`src/rtl/pe_pkg.sv`:
```
// Shared definitions for the processing-element MAC slice.
// Default geometry, psum/count widths, state encoding and a product sign-extension helper.
package pe_pkg;

    localparam int PE_WIDTH = 8;
    localparam int PE_KMAX  = 16;
    localparam int PSUM_W   = 3 * PE_WIDTH;
    localparam int CNT_W    = $clog2(PE_KMAX + 1);

    typedef logic signed [PSUM_W-1:0] psum_t;

    // Output-pending status is carried by the separate out_valid flag.
    typedef enum logic {
        ST_ACC = 1'b0
    } state_t;

    function automatic psum_t sext_prod(input logic signed [2*PE_WIDTH-1:0] prod);
        return {{PE_WIDTH{prod[2*PE_WIDTH-1]}}, prod};
    endfunction

endpackage

```
`src/rtl/pe_mac.sv`:
```
// Combinational MAC: o_psum = i_ifmap * i_filter + i_psum, two's-complement wrap at 3*WIDTH bits.
// Zero latency; no handshake.
module pe_mac #(
    parameter int WIDTH = 8
) (
    input  logic signed [WIDTH-1:0]   i_ifmap,
    input  logic signed [WIDTH-1:0]   i_filter,
    input  logic signed [3*WIDTH-1:0] i_psum,
    output logic signed [3*WIDTH-1:0] o_psum
);

    logic signed [2*WIDTH-1:0] w_prod;

    // Full-width product; the sized cast sign-extends before the wrapping add.
    assign w_prod = i_ifmap * i_filter;
    assign o_psum = (3*WIDTH)'(w_prod) + i_psum;

endmodule

```
`src/rtl/pe_mac_seq.sv`:
```
// Sequential PE front end: accumulates (ifmap, filter) beats into a psum, emits it on the last beat.
// Result valid 1 cycle after the terminating beat; input stalls while a result is held unaccepted.
module pe_mac_seq
    import pe_pkg::*;
#(
    parameter int WIDTH = PE_WIDTH,
    parameter int KMAX  = PE_KMAX
) (
    input  logic                           clk,
    input  logic                           rst,
    input  logic                           in_valid,
    output logic                           in_ready,
    input  logic signed [WIDTH-1:0]        in_ifmap,
    input  logic signed [WIDTH-1:0]        in_filter,
    input  logic signed [3*WIDTH-1:0]      in_bias,
    input  logic                           in_last,
    output logic                           out_valid,
    input  logic                           out_ready,
    output logic signed [3*WIDTH-1:0]      out_psum,
    output logic [$clog2(KMAX+1)-1:0]      out_count,
    output logic                           err_len
);

    localparam int PW = 3 * WIDTH;
    localparam int CW = $clog2(KMAX + 1);

    state_t                r_state, w_state_nxt;
    logic signed [PW-1:0]  r_acc, w_acc_nxt;
    logic [CW-1:0]         r_cnt, w_cnt_nxt;
    logic                  r_first, w_first_nxt;
    logic                  r_out_vld, w_out_vld_nxt;
    logic signed [PW-1:0]  r_out_psum, w_out_psum_nxt;
    logic [CW-1:0]         r_out_cnt, w_out_cnt_nxt;
    logic                  r_err, w_err_nxt;

    logic                  w_accept;
    logic                  w_term;
    logic signed [PW-1:0]  w_base;
    logic signed [PW-1:0]  w_mac;
    logic [CW-1:0]         w_cnt_inc;

    assign in_ready  = !r_out_vld || out_ready;
    assign w_accept  = in_valid && in_ready;
    assign w_base    = r_first ? in_bias : r_acc;
    assign w_cnt_inc = r_cnt + CW'(1);
    assign w_term    = in_last || (r_cnt == CW'(KMAX - 1));

    pe_mac #(.WIDTH(WIDTH)) u_mac (
        .i_ifmap  (in_ifmap),
        .i_filter (in_filter),
        .i_psum   (w_base),
        .o_psum   (w_mac)
    );

    always_comb begin
        w_state_nxt    = r_state;
        w_acc_nxt      = r_acc;
        w_cnt_nxt      = r_cnt;
        w_first_nxt    = r_first;
        w_out_vld_nxt  = r_out_vld;
        w_out_psum_nxt = r_out_psum;
        w_out_cnt_nxt  = r_out_cnt;
        w_err_nxt      = r_err;
        case (r_state)
            ST_ACC: begin
                if (r_out_vld && out_ready) begin
                    w_out_vld_nxt = 1'b0;
                end
                if (w_accept) begin
                    w_acc_nxt   = w_mac;
                    w_cnt_nxt   = w_cnt_inc;
                    w_first_nxt = 1'b0;
                    // A terminating beat overrides the drain above so back-to-back results never bubble.
                    if (w_term) begin
                        w_out_psum_nxt = w_mac;
                        w_out_cnt_nxt  = w_cnt_inc;
                        w_out_vld_nxt  = 1'b1;
                        w_acc_nxt      = '0;
                        w_cnt_nxt      = '0;
                        w_first_nxt    = 1'b1;
                        if (!in_last) begin
                            w_err_nxt = 1'b1;
                        end
                    end
                end
            end
            default: w_state_nxt = ST_ACC;
        endcase
    end

    always_ff @(posedge clk) begin
        if (rst) begin
            r_state    <= ST_ACC;
            r_acc      <= '0;
            r_cnt      <= '0;
            r_first    <= 1'b1;
            r_out_vld  <= 1'b0;
            r_out_psum <= '0;
            r_out_cnt  <= '0;
            r_err      <= 1'b0;
        end else begin
            r_state    <= w_state_nxt;
            r_acc      <= w_acc_nxt;
            r_cnt      <= w_cnt_nxt;
            r_first    <= w_first_nxt;
            r_out_vld  <= w_out_vld_nxt;
            r_out_psum <= w_out_psum_nxt;
            r_out_cnt  <= w_out_cnt_nxt;
            r_err      <= w_err_nxt;
        end
    end

    assign out_valid = r_out_vld;
    assign out_psum  = r_out_psum;
    assign out_count = r_out_cnt;
    assign err_len   = r_err;

endmodule
```
`config.mk`:
```
export PLATFORM = sky130hd
export DESIGN_NAME = pe_mac_seq
export DESIGN_NICKNAME = d
export VERILOG_FILES = /design/src/rtl/pe_pkg.sv /design/src/rtl/pe_mac.sv /design/src/rtl/pe_mac_seq.sv
export SDC_FILE = /design/constraint.sdc
export NUM_CORES = 1
export LEC_CHECK = 0
export CAP_MARGIN = 25
export CELL_PAD_IN_SITES_DETAIL_PLACEMENT = 1
export CELL_PAD_IN_SITES_GLOBAL_PLACEMENT = 2
export CORE_UTILIZATION = 33
export CTS_CLUSTER_SIZE = 14
export DETAILED_ROUTE_END_ITERATION = 12
export MAX_ROUTING_LAYER = met4
export PLACE_DENSITY_LB_ADDON = 0.1
export SYNTH_ARGS = -nofsm -noshare
export SYNTH_HDL_FRONTEND = slang
export SYNTH_HIERARCHICAL = 1
export SYNTH_SLANG_ARGS = --single-unit
```
`constraint.sdc`:
```
create_clock -name clk -period 6.3 [get_ports clk]
set_input_delay 0.945 -clock clk [delete_from_list [all_inputs] [get_ports clk]]
set_output_delay 0.945 -clock clk [all_outputs]
set_load 0.01 [all_outputs]
```
; ---- Yosys cells after proc, flatten, opt, wreduce, memory -nomap -nowiden
; Cells that the tools add are included.
[word_totals]
ff_bits = 61
latchBits = 0
ramBits = 0
romBits = 0
input_bits = 45
word_cells = 26
memories = 0
[op_classes]
n_addsub = 2
mul = 1
div_mod_pow = 0
n_lt_le_gt_ge = 0
eq_ne = 1
shifts = 0
muxes = 7
bitwise = 1
reduce_logical = 7
[op_table]
columns = op, n
row1 = two-way mux 24 bit, 2
row2 = adder 16 x 24 -> 24 bit, 1
row3 = multiplier 8 x 8 -> 16 bit, 1
row4 = adder 5 x 1 -> 5 bit (second input constant), 1
row5 = == test 5 x 4 -> 1 bit (second input constant), 1
row6 = two-way mux 5 bit, 1
row7 = two-way mux 1 bit, 4
row8 = AND reduction 3 bit, 1
row9 = logical AND 1 bit, 2
row10 = logical OR 1 bit, 2
row11 = AND reduction 2 bit, 1
row12 = logical NOT 1 bit, 1
row13 = inverter 1 bit, 1

; ---- Depth between registers and ports, before layout
[depth]
word_depth = 4
depth_mapped = 21
ltp_nobuf = 20

; ---- Hierarchy
; Netlist, hierarchy kept.
[by_module_without_submodules]
columns = mod, instances, cells_per_inst, area_per_inst_um2
row1 = pe_mac, 1, 421, 4162.7
row2 = pe_mac_seq, 1, 254, 2522.4

; ---- Least setup slack after synthesis
; Ideal clock, no wire load.
[synth_path]
kind = input to register
from = input port in_filter[0]
to = register r_acc[20]
setup_ns = 0.070
t_arrival_ns = 5.856
required_ns = 6.230
setup_slack_ns = 0.373
path_stages = 16
cell_sequence = and2_1 -> inv_1 -> fa_1 -> inv_1 -> fa_1 -> fa_1 -> fa_1 -> fa_1 -> ha_1 -> nand3_2 -> a31o_1 -> or4_4 -> nand2_1 -> xor2_1 -> nand4_1 -> a21oi_1
[synth_between]
elab_chain_len = 3
[synth_rtl]
columns = item, line_no
row1 = from (decl), pe_mac_seq.sv:14  ; input logic signed [WIDTH-1:0] in_filter,
row2 = multiplier 8 x 8 -> 16 bit, pe_mac.sv:15  ; assign w_prod = i_ifmap * i_filter;
row3 = adder 16 x 24 -> 24 bit, pe_mac.sv:16  ; assign o_psum = (3*WIDTH)'(w_prod) + i_psum;
row4 = via w_mac[20], pe_mac_seq.sv:39  ; logic signed [PW-1:0] w_mac;
row5 = two-way mux 24 bit, pe_mac_seq.sv:74  ; if (w_term) begin
row6 = to (signal assigned), pe_mac_seq.sv:103  ; r_acc <= w_acc_nxt;
row7 = to (decl), pe_mac_seq.sv:28  ; logic signed [PW-1:0] r_acc, w_acc_nxt;
; The timed path passes the listed nets, and every way through them passes these cells.
; A chain may end at the register's enable or synchronous reset.

; ---- Final worst setup path
[layout_path]
from = input port in_ifmap[7]
to = register r_acc[21]
[layout_between]
elab_chain_len = 3
[layout_rtl]
columns = item, line_no
row1 = from (decl), pe_mac_seq.sv:13  ; input logic signed [WIDTH-1:0] in_ifmap,
row2 = multiplier 8 x 8 -> 16 bit, pe_mac.sv:15
row3 = adder 16 x 24 -> 24 bit, pe_mac.sv:16
row4 = via w_mac[21], pe_mac_seq.sv:39
row5 = two-way mux 24 bit, pe_mac_seq.sv:74
; The timed path passes the listed nets, and every way through them passes these cells.

==> run_results.csv <==
group,metric,value,unit
run_status,status,"finished, final reports clean",
timing,drv_slew,0,
setup_path,critPathCaptureType,"flop",
power_and_ir_drop,vdd_drop_max,0.323,mV
synth,synth-edff-count,0,
power_and_ir_drop,powerDensity,646,nW/µm²
synth,synth_top_area_share,31.1,%
timing,period_share,94.5,%
grt,antenna_found_initial,0,
placed_design,gp_congestion,0.862,
timing,min_period,5.96,ns
floorplanning,core,19700,µm²
synth,synth.mux.area_fraction,4.04,%
timing,skew,0.00441,ns
synth,ys_warn_count,6,
cts,clkLatencyLatePin,0.33,ns
power_and_ir_drop,leakage,3.74,nW
synth,synth_xor_xnor_area_share,3.28,%
floorplanning,dieHeight,144,µm
cells_and_area,nets,995,
timing,setup_viol,0,
floorplanning,die_x,144,µm
synth,synth_cell_types,56,
grt,grt-ovfl-total,0,
timing,setup_slack,0.344,ns
cells_and_area,utilization,42.9,%
synth,synth_compound_area_share,13.4,%
cts,cts-root-buf,"clkbuf_16",
synth,synth_top_family_by_area,"adder cells",
synth,syn-instance-count,675,
floorplanning,row_count,51,
synth,synth_flop_cell,"dfxtp_1",
route,dr.pass1.iters,4,
cts,clockBufferDepth,2,
placed_design,post-place-ws,-0.208,ns
route,wl_per_cell,18.5,µm
synth,ys_ff_latch,61,
cells_and_area,drive_gt1_share,10.7,%
cts,cts_buffers,9,
grt,track_usage,21.0,%
synth,synth_area_leaders,"fa_1 (31%), dfxtp_1 (18%), ha_1 (10%), inv_1 (4.8%), mux2_1 (4.0%)",
route,drcViolationCount,0,
synth,yosys.area.top_type,"fa_1",
route,postRouteAntennaNets,0,
timing,hold_violations,0,
setup_path,crit_fanout,6,
cts,holdBufCountCts,0,
route,drt_iter0_drc,144,
route,routed-via-count,5323,
floorplanning,io-pin-count,77,
grt,grt_pass1_wl,32500,µm
timing,maxSlewHeadroom,43.0,%
floorplanning,initial_utilization,34.0,%
synth,synthesis.nets,880,
setup_path,crit_path_frequent_cell,"fa_1",
placed_design,io_buffers,76,
synth,synthArstFlopShare,0,%
floorplanning,dieArea,20800,µm²
grt,grt_max_degree,37,
route,drt-total-wl,19600,µm
synth,netlist_area,6690,µm²
synth,synth_fa_ha_area_share,41.6,%
setup_path,critPathArrivalTime,6.22,ns
setup_path,path_buf_inv,4,
timing,rsz0062_at_grt,"no",
setup_path,cp_top_family,"adder cells",
setup_path,max_stage_delay,0.59,ns
synth,synth.avg_cell_area,9.90,µm²
synth,yosysSeqAreaShare,18.3,%
setup_path,start_kind,"input port",
cells_and_area,diodes,0,
cells_and_area,syn2layout_area_growth,26.2,%
worst_hold_path,hp-class,"reg2reg",
setup_path,crit_chain,"clkdlybuf4s50_1 -> and2_1 -> inv_1 -> fa_1 -> inv_1 -> fa_1 -> fa_1 -> fa_1 -> fa_1 -> ha_1 -> o211ai_1 -> o211ai_1 -> nand2_1 -> a31oi_1 -> nand2_1 -> o311ai_1 -> buf_4 -> nand4_1 -> a21oi_1",
placed_design,dp_hpwl,15900,µm
grt,grt_pass1_vias,6100,
cts,htreeDepth,3,
setup_path,critPathKind,"in2reg",
cts,cts_tree,"done",
timing,fmax,168,MHz
synth,synth-simple-area-share,12.3,%
setup_path,cp_slowest_cell,"clkdlybuf4s50_1",
cts,path_clk_slew,0.05,ns
cts,cts.sinks,61,
job,max_cap_viol_count,0,
route,via_per_inst,5.03,
timing,worst_pin_slew,0.852,ns
setup_path,worstPathRequired,6.56,ns
cells in the mapped netlist, types with 4 or more instances:
cell,number
and2_1,36
o21ai_1,19
a22o_1,26
xnor2_1,17
fa_1,104
a21oi_1,46
xor2_1,8
inv_1,86
nor2_1,16
dfxtp_1,61
o21ai_0,17
a31oi_1,4
mux2_1,24
o21bai_1,5
buf_2,12
nor2b_1,5
ha_1,56
nand2_1,28
clkbuf_1,15
nand4_1,31
nand3_1,6
state kept, by name, summed over array words and instances, names as in the netlist:
register	count
err_len	1
out_valid	1
r_acc	24
out_psum	24
r_first	1
r_cnt	5
out_count	5
per-layer routing:
metal	part of all wire (%)	track usage, %	vias up
li1	-	-	2524
met1	45	26.7	2699
met2	51	36.3	85
met3	2.5	1.82	15
met4	1.2	4.54	0
met5	0	-	-
report_power, final:
part	leakage [nW]	switching, mW	internal (mW)
clock	0.141	0.183	0.326
sequential	0.498	0.0380	0.457
combinational	3.10	2.38	2.06
cells by family after synthesis:
group,count (synthesis)
compound gates,141
xor+xnor,25
fa+ha+maj,160
buf+inv,120
flops,61
mux,24
simple gates,144
layout by cell type, fill, tap and decap left out, types with 24 or more instances in the layout:
master	Yosys	routed
a21oi_1	46	45
dfxtp_1	61	61
ha_1	56	56
buf_4	3	57
and2_1	36	36
nand4_1	31	31
inv_1	86	86
a22o_1	26	26
mux2_1	24	24
nand2_1	28	27
clkdlybuf4s50_1	0	75
fa_1	104	103
layout make-up:
type                       instances  area [µm²]
tap                              265         332
inverter                          89         334
sequential                        61        1220
clock inverter                     3        45.0
timing repair buffer             135        1230
fill                            2260       11200
multi-input combinational        494        5010
clock buffer                      12         256
path summary, 6_finish.rpt:
path / slack (ns) / cells past startpoint / end / from
worst max-delay path: 0.34 / 19 / r_acc[21]$_SDFFE_PP0P_ / in_ifmap[7]
worst min-delay path: 0.47 / 1 / out_count[3]$_SDFFE_PP0P_ / out_count[3]$_SDFFE_PP0P_
worst max register to register: 0.86 / 19 / r_acc[20]$_SDFFE_PP0P_ / r_first$_SDFFE_PP1P_
worst min register to register: 0.47 / 1 / out_count[3]$_SDFFE_PP0P_ / out_count[3]$_SDFFE_PP0P_
per-stage QoR:
step                      setup TNS [ns]  cells  instance area (µm²)  power (mW)  hold slack, ns
after global placement            -0.340   1044                 8110        4.81           0.453
final                                  0   1059                 8430        5.45           0.468
after CTS                              0   1059                 8420        5.44           0.470
after global routing                   0   1059                 8430        5.97           0.494
after floorplan                        0    675                 6690        3.11           0.445
after detailed placement          -0.483   1044                 8110        4.87           0.454
what timing repair did:
action,4_1_cts,5_1_grt
endpoints found under the hold margin,0,0
resized for setup,0,7
setup endpoints to repair,0,6
buffers inserted,0,0
No activity file was read; power rests on OpenSTA's default activity.
